**config.mk**
```make
export PLATFORM = sky130hd
export DESIGN_NAME = gsau_wb_buffer
export DESIGN_NICKNAME = d
export VERILOG_FILES = /design/src/rtl/sys_arr_pkg.sv /design/src/rtl/gsau_wb_buffer_fifo.sv /design/src/rtl/gsau_wb_buffer.sv
export SDC_FILE = /design/constraint.sdc
export NUM_CORES = 2
export LEC_CHECK = 0
export ABC_AREA = 1
export CORE_AREA = 2 2 411 413
export DETAILED_ROUTE_END_ITERATION = 7
export DIE_AREA = 0 0 413 415
export PLACE_DENSITY = 0.75
export SYNTH_ARGS = -nofsm -noshare
export SYNTH_HDL_FRONTEND = slang
export SYNTH_SLANG_ARGS = --single-unit
export TNS_END_PERCENT = 100
```
**constraint.sdc**
```tcl
create_clock -name CLK -period 34.4 [get_ports CLK]
set_clock_uncertainty 0.05 [all_clocks]
set_input_delay 3.44 -clock CLK [delete_from_list [all_inputs] [get_ports CLK]]
set_output_delay 3.44 -clock CLK [all_outputs]
set_load 0.02 [all_outputs]
```
**src/rtl/sys_arr_pkg.sv**
```systemverilog
// Shared types and constants for the systolic-array writeback path.
package sys_arr_pkg;

  localparam int unsigned VREG_W   = 512;
  localparam int unsigned WB_DST_W = 8;
  localparam int unsigned WB_DEPTH = 4;

  typedef logic [VREG_W-1:0] vreg_t;

  typedef struct packed {
    vreg_t               psum;
    logic [WB_DST_W-1:0] dst;
  } wb_entry_t;

  // Saturating 32-bit increment used by the optional activity counters.
  function automatic logic [31:0] sat_inc32(input logic [31:0] v);
    return (v == '1) ? v : v + 32'd1;
  endfunction

endpackage

```
**src/rtl/gsau_wb_buffer_fifo.sv**
```systemverilog
// wb_fifo: generic synchronous first-word-fall-through FIFO.
// Pointers wrap naturally; a separate occupancy count disambiguates
// full from empty. No full-bypass: a push while full is dropped even
// if a pop happens in the same cycle.
module wb_fifo
  import sys_arr_pkg::*;
#(
  parameter int unsigned DEPTH   = WB_DEPTH,
  parameter type         entry_t = wb_entry_t,
  localparam int unsigned PTR_W  = $clog2(DEPTH),
  localparam int unsigned CNT_W  = PTR_W + 1
) (
  input  logic             clk,
  input  logic             rst_n,
  input  logic             push,
  input  entry_t           wr_data,
  input  logic             pop,
  output entry_t           rd_data,
  output logic             full,
  output logic             empty,
  output logic [CNT_W-1:0] count
);

  entry_t           mem [DEPTH];
  logic [PTR_W-1:0] wp;
  logic [PTR_W-1:0] rp;
  logic             do_push;
  logic             do_pop;

  assign full    = (count == CNT_W'(DEPTH));
  assign empty   = (count == '0);
  assign do_push = push && !full;
  assign do_pop  = pop && !empty;

  // Head entry is presented while occupied; zero when empty so the
  // downstream data/address read as 0 out of reset.
  assign rd_data = empty ? '0 : mem[rp];

  // Storage array: written only on an accepted push, no reset needed.
  always_ff @(posedge clk) begin
    if (do_push) begin
      mem[wp] <= wr_data;
    end
  end

  // Pointer and occupancy bookkeeping.
  always_ff @(posedge clk) begin
    if (!rst_n) begin
      wp    <= '0;
      rp    <= '0;
      count <= '0;
    end else begin
      if (do_push) begin
        wp <= wp + PTR_W'(1);
      end
      if (do_pop) begin
        rp <= rp + PTR_W'(1);
      end
      case ({do_push, do_pop})
        2'b10:   count <= count + CNT_W'(1);
        2'b01:   count <= count - CNT_W'(1);
        default: count <= count;
      endcase
    end
  end

endmodule

```
**src/rtl/gsau_wb_buffer.sv**
```systemverilog
// gsau_wb_buffer: writeback buffer between the GSAU and the Veggie File
// write port. Queues {psum, dst} entries in order, drains them to the
// write port, and pulses completion to the scoreboard one cycle after
// each committed write.
// Optional build macro: WB_STALL_CNT_EN adds saturating stall_cycles and
// full_cycles activity counters.
module gsau_wb_buffer
  import sys_arr_pkg::*;
#(
  parameter int unsigned DEPTH  = WB_DEPTH,
  parameter int unsigned DST_W  = WB_DST_W,
  parameter int unsigned DATA_W = VREG_W
) (
  input  logic                     CLK,
  input  logic                     nRST,
  input  logic [DATA_W-1:0]        wb_psum,
  input  logic [DST_W-1:0]         wb_wbdst,
  input  logic                     wb_valid,
  output logic                     wb_output_ready,
  output logic [DATA_W-1:0]        vwr_data,
  output logic [DST_W-1:0]         vwr_dst,
  output logic                     vwr_valid,
  input  logic                     vwr_ready,
  output logic                     sb_wb_done,
  output logic [DST_W-1:0]         sb_wb_dst,
`ifdef WB_STALL_CNT_EN
  output logic [31:0]              stall_cycles,
  output logic [31:0]              full_cycles,
`endif
  output logic [$clog2(DEPTH):0]   wb_count
);

  // Same layout as wb_entry_t, sized from this instance's parameters.
  typedef struct packed {
    logic [DATA_W-1:0] psum;
    logic [DST_W-1:0]  dst;
  } entry_t;

  entry_t wr_entry;
  entry_t head;
  logic   fifo_full;
  logic   fifo_empty;
  logic   pop;

  assign wr_entry = '{psum: wb_psum, dst: wb_wbdst};

  wb_fifo #(
    .DEPTH   (DEPTH),
    .entry_t (entry_t)
  ) u_fifo (
    .clk     (CLK),
    .rst_n   (nRST),
    .push    (wb_valid),
    .wr_data (wr_entry),
    .pop     (vwr_ready),
    .rd_data (head),
    .full    (fifo_full),
    .empty   (fifo_empty),
    .count   (wb_count)
  );

  // Ready depends only on registered occupancy, never on wb_valid.
  assign wb_output_ready = !fifo_full;
  assign vwr_valid       = !fifo_empty;
  assign vwr_data        = head.psum;
  assign vwr_dst         = head.dst;
  assign pop             = vwr_valid && vwr_ready;

  // Registered completion: pulse with the popped dst the cycle after a pop.
  always_ff @(posedge CLK) begin
    if (!nRST) begin
      sb_wb_done <= 1'b0;
      sb_wb_dst  <= '0;
    end else begin
      sb_wb_done <= pop;
      if (pop) begin
        sb_wb_dst <= head.dst;
      end
    end
  end

`ifdef WB_STALL_CNT_EN
  // Activity counters: write-port stall cycles and buffer-full cycles.
  always_ff @(posedge CLK) begin
    if (!nRST) begin
      stall_cycles <= '0;
      full_cycles  <= '0;
    end else begin
      if (vwr_valid && !vwr_ready) begin
        stall_cycles <= sat_inc32(stall_cycles);
      end
      if (fifo_full) begin
        full_cycles <= sat_inc32(full_cycles);
      end
    end
  end
`endif

endmodule

```
==> metrics.txt <==
clock network power share 0.273; leak pwr 33.5 nW; sequential power share 0.367; synth unique cells 18; clock root cell clkbuf_16; grt met2 use 0.398; area of the core 167000 sq um; CP most frequent cell buf_4; crit path launch type register; crit-path cells buf_12 -> buf_4 -> buf_4 -> buf_4 -> nor2_1 -> o21ai_0 -> a21oi_1 -> clkdlybuf4s50_1; DR WL/cell ~24 um; synthesized area around 80000 sq um; largest net degree at the start of global routing between 200 and 250; first drt pass iteration count 5; post-synthesis sequential area ratio 0.775; clk buf depth 3; Area Overhead vs Synth 23.7%; pwr dens between 80 and 90 nW/um^2; NetSw between 3 and 4 mW; GP Congestion 0.873; first-pass GRT wire length between 300000 and 400000 um; Max-Cap Viols 0; most frequent cells in the layout edfxtp_1, nor2_1, clkdlybuf4s50_1, a21oi_1, o21ai_0; Yosys reg bits roughly 2.1k; total CTS buffers approximately 210; CP Capture Type primary output; clk slew on worst S/H paths 0.06 ns; Port Buf Inserts ~1.1k; global route overflow 0; Hold Path Class reg -> reg; Pint around 5.4 mW; Worst EP arrival a little over 6 ns; final core occ 0.601; Post-DP HPWL 136000 um; worst-path maximum fanout roughly 160; max_slew headroom 0.168; die width between 400 and 500 um; Clk Latency, worst-skew pair roughly 0.84 ns; Worst path top cell family by delay buffers and inverters; Gate power share 0.360; CP Data Required Time 30.91 ns; Starting Density 0.486; Post-CTS Resized 0; final slew viol count 0; Synth Net Count a little under 7k; # setup viols final 0; CP peak stage delay about 0.88 ns; # nets final 7731; met3 GRT Util 0.0890; TritonCTS Sinks about 2.1k; Post-Syn Instances 6286; worst path bufs/invs 5; CTS tree built; slowest cell on the critical path buf_4; initial antenna violation count ~100; die footprint around 170000 sq um; vias in the first global route approximately 51k; Hold Fails Final Rpt 0; Most Used Layer, Global Route met2; Final ANT Viol Nets 0; H-tree Lvls 4; DRC marker count from the first detailed-route iteration ~6k; via density per instance ~5.6; # rows 150; DRC viols 0; fin crit share 0.278; met1 Use GR 0.326; die height between 400 and 500 um; status complete, no violations; Min Hold Slack around 0.45 ns; hold buffers post-CTS 0; type of the worst setup path reg -> out; fraction of layout cells with a size suffix above 1 0.0514; commonest non-fill, non-tap cell in the layout edfxtp_1; Avg Inst Size Synth roughly 13 sq um; via count roughly 54k; RSZ-0062 raised after global routing no; Total Routing Usage GR 0.257; Detailed Route WL ~230000 um; setup_tns 0 ns; maximum operating frequency about 0.10 GHz; Worst Tran Pin Value 1.25 ns; VDD IR max ~0.083 mV; Yosys Warn Count 0; final worst path period need approximately 9.6 ns; sw frac 0.357; io pins roughly 1.1k; post-CTS setup buffers 0
metrics by stage:
step           setup WS, ns  total power, mW  std cells  instance area, sq um
5_1_grt               24.53             8.76       9632                100000
2_1_floorplan          7.82             4.89       6286                 81000
4_1_cts               24.73             8.46       9580                100000
3_5_place_dp          25.66             6.16       9197                 93100
6_report              24.82             8.44       9652                100000
3_3_place_gp          25.71             6.13       9197                 93100
cell usage after synthesis:
cell type  number  area (sq um)
edfxtp_1     2080         62500
nor2_1       2072          7780
a21oi_1       527          2640
o21ai_0       516          2580
o21ai_1       510          2550
buf_2         206          1030
clkbuf_1      101           379
nand2_1        71           267
inv_1          56           210
clkbuf_2       51           255
buf_4          27           203
nand3_1        21           105
buf_1          18          67.6
dfxtp_1        18           360
ha_1            5          62.6
buf_6           3          33.8
inv_2           3          11.3
fa_1            1          20.0
worst min-delay path: cells and delay by family (launching register included):
kind               cells  cell delay [ns]
DFF                    1             0.32
AOI/OAI and AO/OA      1             0.07
and+or+nand+nor        1             0.07
kinds of logic (layout without fill, tap and decap cells):
family | after synthesis | after routing | share of synthesized area
other | 0 | 72 | 0
AOI/OAI and AO/OA | 1553 | 1553 | 0.0959
and+or+nand+nor | 2164 | 2164 | 0.101
DFF | 2098 | 2098 | 0.775
buffers and inverters | 465 | 1555 | 0.0270
adders and majority gates | 6 | 6 | 0.00102
power groups by stage:
stage	Clock [mW]	Sequential, mW	Combinational [mW]
2_1_floorplan	0	3.31	1.58
3_3_place_gp	0	3.14	2.99
3_5_place_dp	0	3.15	3.01
4_1_cts	2.33	3.09	3.04
5_1_grt	2.43	3.11	3.22
6_report	2.31	3.09	3.04
worst paths after layout:
check	startpoint	to	slack (ns)	depth (start not counted)
max	register	vwr_data[329]	24.82	8
min	u_fifo.rp[1]	register	0.45	2
max reg2reg	u_fifo.count[0]	u_fifo.mem[3][331]	28.88	8
min reg2reg	u_fifo.rp[1]	register	0.45	2
per-layer routing:
metal,vias up,part of all wire
li1,24300,-
met3,490,0.11
met1,26600,0.37
met5,-,0.0014
met4,48,0.040
met2,2734,0.47
sequential cells by signal (all words and copies together), names as in the netlist, named ones only:
register,count
sb_wb_done,1
sb_wb_dst,8
u_fifo.mem,2080
u_fifo.wp,2
u_fifo.rp,2
u_fifo.count,3
area by class of cell:
cell class / count / area [sq um]
Antenna cell: 72 / 180
Inverter: 59 / 244
Clock inverter: 146 / 1650
Tap cell: 2204 / 2760
Fill cell: 12300 / 66400
Clock buffer: 237 / 5360
Sequential cell: 2098 / 62800
Timing Repair Buffer: 1113 / 11200
Multi-Input combinational cell: 3723 / 16000
No activity file was read; power rests on OpenSTA's default activity.
